File: src/rtl/decode_nw.sv
// decode_nw: N-wide RV32 decoder feeding a DEPTH-entry bundle queue.
// Define DECODE_NW_ILLEGAL_CHK_EN to flag unknown opcodes and drop younger lanes.
package decode_nw_pkg;

  typedef struct packed {
    logic [6:0] funct7;
    logic [4:0] rs2;
    logic [4:0] rs1;
    logic [2:0] funct3;
    logic [4:0] rd;
    logic [6:0] opcode;
  } t_rv_instr;

  typedef enum logic [1:0] {
    OP_NONE,
    OP_REG,
    OP_IMM
  } t_otype;

  typedef struct packed {
    logic [4:0] idx;
    t_otype     otype;
  } t_opnd;

  typedef struct packed {
    logic [6:0]  opcode;
    t_opnd       dst;
    t_opnd       src1;
    t_opnd       src2;
    logic [31:0] imm;
    logic        illegal;
  } t_uinstr;

  typedef enum logic [2:0] {
    FMT_R,
    FMT_I,
    FMT_S,
    FMT_B,
    FMT_U,
    FMT_J,
    FMT_X
  } t_fmt;

  function automatic t_fmt get_instr_format(
    input logic [6:0] op
  );
    t_fmt f;
    unique case (op)
      7'h33, 7'h3B: f = FMT_R;
      7'h13, 7'h03, 7'h67,
      7'h1B, 7'h73, 7'h0F: f = FMT_I;
      7'h23: f = FMT_S;
      7'h63: f = FMT_B;
      7'h37, 7'h17: f = FMT_U;
      7'h6F: f = FMT_J;
      default: f = FMT_X;
    endcase
    return f;
  endfunction

  function automatic t_uinstr decode_lane(
    input t_rv_instr ins
  );
    t_uinstr     u;
    t_fmt        fmt;
    logic [31:0] w;
    w = ins;
    fmt = get_instr_format(ins.opcode);
    u = '0;
    u.opcode = ins.opcode;
    unique case (1'b1)
      (fmt == FMT_R): begin
        u.dst  = '{ins.rd, OP_REG};
        u.src1 = '{ins.rs1, OP_REG};
        u.src2 = '{ins.rs2, OP_REG};
      end
      (fmt == FMT_I): begin
        u.dst  = '{ins.rd, OP_REG};
        u.src1 = '{ins.rs1, OP_REG};
        u.src2.otype = OP_IMM;
        u.imm  = {{20{w[31]}}, w[31:20]};
      end
      (fmt == FMT_S): begin
        u.src1 = '{ins.rs1, OP_REG};
        u.src2 = '{ins.rs2, OP_REG};
        u.imm  = {{20{w[31]}}, w[31:25], w[11:7]};
      end
      (fmt == FMT_B): begin
        u.src1 = '{ins.rs1, OP_REG};
        u.src2 = '{ins.rs2, OP_REG};
        u.imm  = {{19{w[31]}}, w[31], w[7],
                  w[30:25], w[11:8], 1'b0};
      end
      (fmt == FMT_U): begin
        u.dst  = '{ins.rd, OP_REG};
        u.src1.otype = OP_IMM;
        u.imm  = {w[31:12], 12'b0};
      end
      (fmt == FMT_J): begin
        u.dst  = '{ins.rd, OP_REG};
        u.imm  = {{11{w[31]}}, w[31], w[19:12],
                  w[20], w[30:21], 1'b0};
      end
      default: ;
    endcase
    // writes to x0 are discarded, so there is no real destination
    if (u.dst.otype == OP_REG && u.dst.idx == 5'd0)
      u.dst.otype = OP_NONE;
    return u;
  endfunction

endpackage

module decode_nw
  import decode_nw_pkg::*;
#(
  parameter int NUM_LANES = 2,
  parameter int DEPTH     = 4
) (
  input  logic                            clk,
  input  logic                            reset,
  input  logic [NUM_LANES-1:0]            valid_de0,
  input  t_rv_instr [NUM_LANES-1:0]       instr_de0,
  output logic                            ready_de0,
  output logic [NUM_LANES-1:0]            valid_de1,
  output t_uinstr [NUM_LANES-1:0]         uinstr_de1,
  input  logic                            ready_de1
);

  localparam int PW = $clog2(DEPTH);
  localparam int CW = PW + 1;

  logic [NUM_LANES-1:0]    dec_v;
  t_uinstr [NUM_LANES-1:0] dec_u;

  logic [NUM_LANES-1:0]    mem_v_q [DEPTH];
  logic [NUM_LANES-1:0]    mem_v_d [DEPTH];
  t_uinstr [NUM_LANES-1:0] mem_u_q [DEPTH];
  t_uinstr [NUM_LANES-1:0] mem_u_d [DEPTH];

  logic [PW-1:0] rd_ptr_q, rd_ptr_d;
  logic [PW-1:0] wr_ptr_q, wr_ptr_d;
  logic [CW-1:0] cnt_q, cnt_d;

  logic empty;
  logic push;
  logic pop;

`ifdef DECODE_NW_ILLEGAL_CHK_EN
  logic cut;

  always_comb begin
    dec_v = '0;
    dec_u = '0;
    cut   = 1'b0;
    for (int l = 0; l < NUM_LANES; l++) begin
      if (valid_de0[l] && !cut) begin
        dec_v[l] = 1'b1;
        dec_u[l] = decode_lane(instr_de0[l]);
        if (get_instr_format(instr_de0[l].opcode) == FMT_X) begin
          dec_u[l].illegal = 1'b1;
          cut = 1'b1;
        end
      end
    end
  end
`else
  always_comb begin
    dec_v = '0;
    dec_u = '0;
    for (int l = 0; l < NUM_LANES; l++) begin
      if (valid_de0[l]) begin
        dec_v[l] = 1'b1;
        dec_u[l] = decode_lane(instr_de0[l]);
      end
    end
  end
`endif

  assign empty     = (cnt_q == '0);
  assign ready_de0 = ~reset & (cnt_q != CW'(DEPTH));
  assign valid_de1 = empty ? '0 : mem_v_q[rd_ptr_q];
  assign uinstr_de1 = empty ? '0 : mem_u_q[rd_ptr_q];

  assign push = ready_de0 & (|valid_de0);
  assign pop  = (|valid_de1) & ready_de1;

  always_comb begin
    mem_v_d  = mem_v_q;
    mem_u_d  = mem_u_q;
    rd_ptr_d = rd_ptr_q;
    wr_ptr_d = wr_ptr_q;
    cnt_d    = cnt_q + CW'(push) - CW'(pop);
    if (push) begin
      mem_v_d[wr_ptr_q] = dec_v;
      mem_u_d[wr_ptr_q] = dec_u;
      wr_ptr_d = wr_ptr_q + PW'(1);
    end
    if (pop)
      rd_ptr_d = rd_ptr_q + PW'(1);
  end

  always_ff @(posedge clk) begin
    if (reset) begin
      rd_ptr_q <= '0;
      wr_ptr_q <= '0;
      cnt_q    <= '0;
    end else begin
      rd_ptr_q <= rd_ptr_d;
      wr_ptr_q <= wr_ptr_d;
      cnt_q    <= cnt_d;
    end
  end

  // storage is masked by the empty flag, so it needs no reset
  always_ff @(posedge clk) begin
    mem_v_q <= mem_v_d;
    mem_u_q <= mem_u_d;
  end

endmodule

File: config.mk
export PLATFORM = sky130hd
export DESIGN_NAME = decode_nw
export DESIGN_NICKNAME = d
export VERILOG_FILES = /design/src/rtl/decode_nw.sv
export SDC_FILE = /design/constraint.sdc
export NUM_CORES = 1
export LEC_CHECK = 0
export BUFFER_PORTS_ARGS = -buffer_cell sky130_fd_sc_hd__clkbuf_2
export CORE_MARGIN = 1
export CORE_UTILIZATION = 59
export CTS_BUF_LIST = sky130_fd_sc_hd__clkbuf_4 sky130_fd_sc_hd__clkbuf_8 sky130_fd_sc_hd__clkbuf_16
export CTS_CLUSTER_DIAMETER = 100
export DETAILED_ROUTE_END_ITERATION = 10
export GPL_TIMING_DRIVEN = 0
export PLACE_DENSITY_LB_ADDON = 0.12
export SETUP_SLACK_MARGIN = 0.2
export SYNTH_ARGS = -nofsm -noshare
export SYNTH_HDL_FRONTEND = slang
export SYNTH_SLANG_ARGS = --single-unit
File: constraint.sdc
create_clock -name clk -period 5.2 [get_ports clk]
set_clock_uncertainty 0.2 [all_clocks]
set_input_delay 0.26 -clock clk [delete_from_list [all_inputs] [get_ports clk]]
set_output_delay 0.26 -clock clk [all_outputs]
set_load 0.05 [all_outputs]
==> results of run 1 <==
## routing by layer
layer  global-route usage (%)  vias to the layer above  wire length [microns]
li1                         -                     5015                      -
met1                    38.04                     5703                  18960
met2                    39.16                      447                  20630
met3                    4.585                       62                   3221
met4                    6.660                        0                    970
met5                        0                        -                      0
## per-stage QoR
| stage | hold slack [ns] | instance area [sq um] | util [%] | power, uW |
|---|---|---|---|---|
| floorplan | 0.1589 | 20410 | - | 8624 |
| detailed placement | 0.3442 | 22130 | 65.51 | 9907 |
| global placement | 0.3278 | 21900 | 64.84 | 9827 |
| finish | 0.02466 | 24340 | 72.06 | 13390 |
| global route | 0.02585 | 24340 | 72.06 | 13870 |
| CTS | 0.003721 | 24340 | 72.06 | 13490 |
## synthesized netlist by cell type, drive strengths merged, types with 8 or more instances
cell type,n,area share [%]
a21oi,51,1.5
a22oi,8,0.29
and2,66,2.0
buf,39,1.0
clkbuf,30,0.55
edfxtp,480,71
ha,8,0.49
inv,12,0.22
mux4,120,13
nand2,52,0.96
nor2,29,0.53
nor2b,127,4.0
o21ai,12,0.29
## flip-flops by register name (all words and copies together), names as in the netlist
signal and flops:
mem_u_q 472, rd_ptr_q 2, cnt_q 3, mem_v_q 8, wr_ptr_q 2
## cell families after synthesis
kind of cell	Yosys count	synth area share [%]
adder cells (fa/ha/maj)	9	0.5891
flip-flops	487	71.37
other	1	0.01839
XOR/XNOR	7	0.3007
multiplexers	121	13.31
AND/OR/NAND/NOR	319	9.198
AO/OA/AOI/OAI	101	3.399
buffers and inverters	81	1.816
## area by class of cell
type	instances	area [sq um]
buffer	69	325.3
clock inverter	29	364.1
timing repair buffer	251	1717
inverter	12	45.04
fill	2064	9440
sequential	487	14550
multi-input combinational	561	5489
clock buffer	55	1289
tap	448	560.5
## worst max-delay path: stages (launching register included)
cell and delay (ns):
dfxtp_1 0.33, nor3_1 0.61, clkbuf_1 0.93, clkbuf_1 0.50
nor2b_1 0.19, clkbuf_2 0.28
## worst max path at each step
stage,from,end,cells past startpoint
after global routing,cnt_q[2]$_SDFF_PP0_,uinstr_de1[80],5
final,cnt_q[2]$_SDFF_PP0_,uinstr_de1[44],5
after floorplan,cnt_q[1]$_SDFF_PP0_,mem_u_q[100]$_DFFE_PP_,4
after global placement,valid_de0[1],mem_u_q[456]$_DFFE_PP_,4
after CTS,cnt_q[2]$_SDFF_PP0_,uinstr_de1[73],5
after detailed placement,cnt_q[2]$_SDFF_PP0_,uinstr_de1[73],5
## timing repair
action	in CTS	in global routing
endpoints found under the hold margin	310	0
setup endpoints to repair	0	0
hold buffers	56	0
resized for setup	0	0
## power by group through the flow
stage / combinational, uW / clock (uW) / sequential, uW
global route: 5230 / 3770 / 4870
floorplan: 3740 / 0 / 4880
finish: 4980 / 3580 / 4830
global placement: 4910 / 0 / 4920
CTS: 5040 / 3620 / 4840
detailed placement: 4990 / 0 / 4920
==> results.txt, run 1 <==
Result of the run - finished, final reports clean
WP data arrival - 3.39 ns
Post-Route WL - 43780 microns
Required @ worst endpoint - 4.74 ns
WL/cell - 22.90 microns
Hold path startpoint - instr_de0[42]
DR iter-0 viols - 926
Non-Filler Instances - 1912
# nets final - 1508
RSZ-0062 raised after global routing - false
Switching power - 5043 uW
Dpl ws - 1.914 ns
TritonCTS Sinks - 487
Initial antenna violation count - 0
Worst-path fanout max - 10
Leak - 0.008067 uW
Seq cells post-synth - 487
All-Layer GR Usage - 25.40%
Die Ht - 187.9 microns
Startpoint types - flip-flop
Number of buffers created by CTS - 48
Diodes inserted - 0
Vias in the first global route - 11200
Worst R2R Path Depth - 12
Largest net degree at the start of global routing - 59
Tightest Pin Transition - 1.177 ns
Die X - 187.9 microns
Hold Crit Class - in2reg
Post-synth EDFFs - 480
Placed Instances - 1772
Max_cap viols - 0
Dpl hpwl - 28160 microns
Ratio of cells with drive above 1 in the final layout - 31.49%
Root buffer cell - clkbuf_16
CTS tree - yes
Post-synth design cell area - 0.02039 sq mm
Final setup margin - 1.351 ns
Asr flop ratio synth - 0%
H-tree level count - 2
Worst setup EP type - output pin
Sequential element share of the synthesized area - 71.37%
Mapped Cells - 1126
Main flop type after synthesis - edfxtp_1
Slew headroom - 21.53%
Sw frac - 37.68%
Worst r2r src - rd_ptr_q[0]$_SDFFE_PP0P_
Via count - 11230
Via/cell ratio - 5.872
CTS Buffer Depth - 3
Seq pwr share - 36.1%
Row Count - 67
Effective utilization at floorplan - 60.36%
Setup violators final - 0
Drt pass-1 iters - 5
Most common cell after layout, fill and taps aside - edfxtp_1
Area grow syn2layout - 19.38%
Routed Antenna Nets - 0
Die ar. - 0.03531 sq mm
Reg clk slew, reported paths - 0.06 ns
Synth warnings - 0
Power Internal - 8343 uW
DRC - 0
Hold worst-path end - mem_u_q[113]$_DFFE_PP_
Reg2reg end - cnt_q[2]$_SDFF_PP0_
Core ar. - 0.03378 sq mm
Fmax - 0.2598 GHz
Worst vdd ir - 0.5706 mV
Combinational Power Share - 37.2%
Worst Path Class, Setup - reg2out
GPL Wtd Cong - 0.8384
Minimum clock period after layout - 3.849 ns
IO Pins - 194
Final Hold Fails - 0
Clk_lat worst skew - 0.54 ns
First-pass GRT wire length - 66670 microns
Setup TNS Final - 0 ns
R2R Setup Slk - 2.15 ns
Clock share of power - 26.7%
Port Buffers - 187
Yosys cell types - 66
PD cells - 549.9 mW/mm^2
Final Max Slew Viols - 0
Worst Hold Depth - 2
Global route overflow - 0
Avg Cell Area, Syn - 18.11 sq um
Period utilization - 74.03%
Commonest cells after routing, fill and taps aside - 480 x edfxtp_1, 187 x clkbuf_2, 125 x nor2b_1
# Post-CTS Setup Buffers - 0
Note: power is estimated with default switching activity, not from simulation.
==> run 2: changes to the inputs <==
- ABC_AREA: default -> 1
- clock period: 5.2 -> 3.7 ns (I/O delays scaled with it)
==> results.txt, run 2 <==
WL/cell - 20.26 microns
Seq cells post-synth - 487
Via count - 15230
Reg clk slew, reported paths - 0.06 ns
Synth warnings - 0
Largest net degree at the start of global routing - 30
Result of the run - finished, final reports clean
Clk_lat worst skew - 0.56 ns
CTS tree - yes
Area share of fa/ha/maj cells after synthesis - 0.5781%
Yosys cell types - 44
Biggest regs - mem_u_q (472), mem_v_q (8), cnt_q (3)
# nets final - 2276
IO Pins - 194
Dpl ws - 0.3841 ns
Initial antenna violation count - 0
Ratio of cells with drive above 1 in the final layout - 17.55%
Dpl hpwl - 35060 microns
WP data arrival - 3.02 ns
Post-synthesis simple-gate area fraction - 14.48%
All-Layer GR Usage - 30.22%
Area of the multi-input gates - 0.005477 sq mm
Period utilization - 92.02%
DRC - 0
CTS Buffer Depth - 3
Number of buffers created by CTS - 48
First-pass GRT wire length - 81220 microns
Mapped Cells - 1871
R2R Setup Slk - 0.38 ns
Synth Area in Compound Gates - 10.91%
Yosys top cell by area - edfxtp_1
Worst setup EP type - output pin
Diodes inserted - 0
GPL Wtd Cong - 0.9011
Main flop type after synthesis - edfxtp_1
Final Hold Fails - 0
Root buffer cell - clkbuf_16
Count leader, synth - nor2_1
Row Count - 68
Worst-path fanout max - 10
Hold Crit Class - in2reg
Minimum clock period after layout - 3.405 ns
Required @ worst endpoint - 3.31 ns
Post-synth top cells - 563 x nor2_1, 480 x edfxtp_1, 243 x o21ai_0
Most common cell after layout, fill and taps aside - nor2_1
Worst Path Class, Setup - reg2out
Largest register by flop count - mem_u_q
Die Ht - 189.7 microns
TritonCTS Sinks - 487
RSZ-0062 raised after global routing - false
H-tree level count - 2
Final Max Slew Viols - 0
Asr flop ratio synth - 0%
Via/cell ratio - 5.665
Area grow syn2layout - 20.43%
GRT Max-Usage Layer - met2
Largest family of logic cells by synthesized area - simple AND/OR/NAND/NOR gates
Die X - 189.7 microns
Commonest cells after routing, fill and taps aside - 559 x nor2_1, 480 x edfxtp_1, 243 x o21ai_0
Placed Instances - 2535
Top cells by area, synth - edfxtp_1 69%, nor2_1 10%, o21ai_0 5.9%
Post-synth design cell area - 0.02078 sq mm
Die ar. - 0.03597 sq mm
Startpoint types - flip-flop
Fillcell total - 2349
WHS - 0.2839 ns
Sequential element share of the synthesized area - 70.05%
PD cells - 782.2 mW/mm^2
Drt pass-1 iters - 5
Global route overflow - 0
Effective utilization at floorplan - 60.00%
Final setup margin - 0.2951 ns
Slew headroom - 40.95%
Tightest Pin Transition - 0.8837 ns
M3 GR Usage - 4.685%
Setup violators final - 0
Post-Route WL - 54480 microns
Max FFs per register - 472
Port Buffers - 188
Synth top area share - 69.37%
Core ar. - 0.03463 sq mm
Avg Cell Area, Syn - 11.10 sq um
Met1 usage - 37.60%
Mux share of post-synthesis cell area - 0%
Post-synth EDFFs - 480
Flip-flop and latch area - 0.01456 sq mm
Max_cap viols - 0
DR iter-0 viols - 1240
GRT met2 Usage - 52.68%
Setup TNS Final - 0 ns
# Post-CTS Setup Buffers - 0
Synth Area in XOR/XNOR - 0.04215%
Fmax - 0.2937 GHz
Routed Antenna Nets - 0
Non-Filler Instances - 2689
Vias in the first global route - 14620
Worst vdd ir - 0.6486 mV
Leak - 0.009306 uW
run 2: final cells by class:
cell class                      instances  area share, %
Buffer                                111          1.975
Sequential cell                       487          58.17
Tap cell                              455          2.275
Multi-Input combinational cell       1188          21.89
Clock inverter                         23          1.035
Clock buffer                           63          5.346
Inverter                               88          1.330
Timing Repair Buffer                  274          7.981
run 2: cells by family (layout without fill, tap and decap cells):
kind of cell,after synthesis,count (layout)
compound gates,431,431
xor+xnor,1,1
fa+ha+maj,9,9
buf+inv,199,559
flops,487,487
other cells,1,4
simple gates,743,743
run 2: critical path: stages, from the launching register on:
cell and delay [ns]:
dfxtp_1 0.29, buf_2 0.16, inv_2 0.26, clkbuf_2 0.49, buf_1 0.44, o21ai_0 0.21
a21oi_1 0.26, clkbuf_2 0.33
run 2: path summary, 6_finish.rpt:
| path | start | end | cells past startpoint |
|---|---|---|---|
| worst min register to register | wr_ptr_q[1]$_SDFFE_PP0P_ | wr_ptr_q[1]$_SDFFE_PP0P_ | 2 |
| worst min-delay path | valid_de0[0] | mem_v_q[4]$_DFFE_PP_ | 2 |
| worst max-delay path | rd_ptr_q[0]$_SDFFE_PP0P_ | uinstr_de1[59] | 7 |
| worst max register to register | rd_ptr_q[0]$_SDFFE_PP0P_ | cnt_q[2]$_SDFF_PP0_ | 15 |
run 2: per-stage QoR:
stage,power [uW],utilization (%),cell area [sq um]
finish,19570,72.26,25020
global route,20260,72.26,25020
CTS,19540,72.23,25010
detailed placement,14640,65.63,22730
global placement,14500,64.55,22350
floorplan,12310,-,20840
run 2: power breakdown:
group	internal (uW)	total [uW]	switching, uW	leakage (uW)
logic	1630	8060	6430	0.00390
registers	6480	6590	103	0.00462
clock network	2950	4930	1980	0.000795
run 2: per-layer routing:
metal	vias to the layer above	share of wire, %
met5	-	0
met1	7337	38
li1	7103	-
met2	684	51
met3	110	7.5
met4	0	3.6
run 2: repair_timing:
item	in CTS	in global routing
resized for setup	5	11
pin swaps	0	0
hold endpoints to repair	443	0
setup endpoints to repair	82	22
hold buffers	68	0
==> run 3: changes to the inputs <==
- ABC_AREA: 1 -> default
==> results.txt, run 3 (synthesized netlist as in run 1, its figures left out) <==
# nets final - 1512
Worst r2r src - rd_ptr_q[0]$_SDFFE_PP0P_
Global route overflow - 0
Via/cell ratio - 5.895
Post-Route WL - 43820 microns
Row Count - 67
WHS - 0.08097 ns
Largest register by flop count - mem_u_q
Dpl hpwl - 28160 microns
Bufs and invs on worst path - 3
Fmax - 0.2926 GHz
TritonCTS Sinks - 487
All-Layer GR Usage - 25.43%
Final Hold Fails - 0
Die X - 187.9 microns
Largest net degree at the start of global routing - 59
CTS Buffer Depth - 3
Fillcell total - 2055
DRC - 0
Non-Filler Instances - 1916
Max_cap viols - 0
Placed Instances - 1772
Worst vdd ir - 0.8042 mV
CTS tree - yes
PD cells - 771.7 mW/mm^2
Worst Hold Depth - 3
First-pass GRT wire length - 66810 microns
Worst-path fanout max - 10
Setup TNS Final - 0 ns
IO Pins - 194
Effective utilization at floorplan - 60.36%
Tightest Pin Transition - 0.8435 ns
CP delay by family, top - buffers and inverters
Final Total Pwr - 18820 uW
Drt pass-1 iters - 5
Die ar. - 0.03531 sq mm
Max incr delay on CP - 0.65 ns
Worst Path Class, Setup - reg2out
Vias in the first global route - 11210
Commonest cells after routing, fill and taps aside - 480 x edfxtp_1, 190 x clkbuf_2, 125 x nor2b_1
# Post-CTS Setup Buffers - 0
DR iter-0 viols - 899
Core ar. - 0.03378 sq mm
Worst path cell trace - nor3_1, buf_2, clkbuf_1, nor2b_1, clkbuf_2
Final Max Slew Viols - 0
Reg clk slew, reported paths - 0.06 ns
RSZ-0062 raised after global routing - false
Hold path startpoint - instr_de0[37]
Reg2reg end - cnt_q[2]$_SDFF_PP0_
Required @ worst endpoint - 3.31 ns
Diodes inserted - 0
Die Ht - 187.9 microns
Initial antenna violation count - 0
GPL Wtd Cong - 0.8384
Number of buffers created by CTS - 48
Period utilization - 92.36%
Clk_lat worst skew - 0.54 ns
Area grow syn2layout - 19.60%
R2R Setup Slk - 0.65 ns
Hold worst-path end - mem_u_q[364]$_DFFE_PP_
WL/cell - 22.87 microns
Via count - 11290
Critical Path Slowest Stage Cell - nor3_1
Biggest regs - mem_u_q (472), mem_v_q (8), cnt_q (3)
Result of the run - finished, final reports clean
Max FFs per register - 472
Port Buffers - 187
Routed Antenna Nets - 0
Setup violators final - 0
Startpoint types - flip-flop
Hold Crit Class - in2reg
Root buffer cell - clkbuf_16
Most common cell after layout, fill and taps aside - edfxtp_1
Ratio of cells with drive above 1 in the final layout - 31.68%
WP data arrival - 3.03 ns
Leak - 0.008099 uW
Slew headroom - 43.39%
Minimum clock period after layout - 3.417 ns
Worst R2R Path Depth - 12
H-tree level count - 2
Worst setup EP type - output pin
==> run 3: cell count changes in the layout (fill, tap and decap cells not counted), sizes merged, moves of 81 or more <==
cell / previous run / this run
nor2: 573 / 29
o21ai: 250 / 12
nor2b: 0 / 127
a21oi: 175 / 51
mux4: 0 / 120
nand2: 133 / 52
==> run 3: through the flow <==
stage               cell area (sq um)  worst slack, ns  utilization (%)
detailed placement              22130           0.4889            65.51
global route                    24390           0.2306            72.19
CTS                             24390           0.2583            72.19
global placement                21900          -0.6710            64.84
finish                          24390           0.2826            72.19
floorplan                       20410         -0.07376                -
==> run 3: final cells by class <==
class | count | area [sq um] | share of cell area [%]
Sequential cell | 487 | 14550 | 59.68
Multi-Input combinational cell | 561 | 5489 | 22.51
Timing Repair Buffer | 255 | 1757 | 7.203
Clock buffer | 55 | 1289 | 5.284
Tap cell | 448 | 560.5 | 2.298
Clock inverter | 29 | 364.1 | 1.493
Buffer | 69 | 330.3 | 1.354
Inverter | 12 | 45.04 | 0.1847
==> run 3: worst max-delay path by stage <==
| stage | startpoint | cells past startpoint | to | slack [ns] |
|---|---|---|---|---|
| 6_report | cnt_q[2]$_SDFF_PP0_ | 5 | uinstr_de1[80] | 0.28 |
| 5_1_grt | cnt_q[2]$_SDFF_PP0_ | 5 | uinstr_de1[80] | 0.23 |
| 4_1_cts | cnt_q[2]$_SDFF_PP0_ | 5 | uinstr_de1[73] | 0.26 |
| 3_5_place_dp | cnt_q[2]$_SDFF_PP0_ | 5 | uinstr_de1[73] | 0.49 |
| 3_3_place_gp | valid_de0[1] | 4 | mem_u_q[456]$_DFFE_PP_ | -0.67 |
| 2_1_floorplan | cnt_q[1]$_SDFF_PP0_ | 4 | mem_u_q[100]$_DFFE_PP_ | -0.07 |
==> run 3: where the power goes <==
group	internal, uW	switching [uW]
logic	2020	4980
registers	6660	136
clock network	3050	1980
==> run 3: per-layer routing <==
layer	global-route usage, %	vias up	part of all wire, %
met2	39.12	488	47
met4	6.848	0	2.2
met5	0	-	0
met3	4.642	63	7.6
met1	38.05	5721	43
li1	-	5022	-
==> run 3: repair_timing <==
action,CTS,global route
endpoints found under the setup margin,100,2
gates resized for setup,4,1
hold buffers,60,0
endpoints found under the hold margin,383,0
==> run 3: worst min-delay path, stage by stage <==
cell      delay (ns)
clkbuf_2        0.11
buf_2           0.20
and2_1          0.19
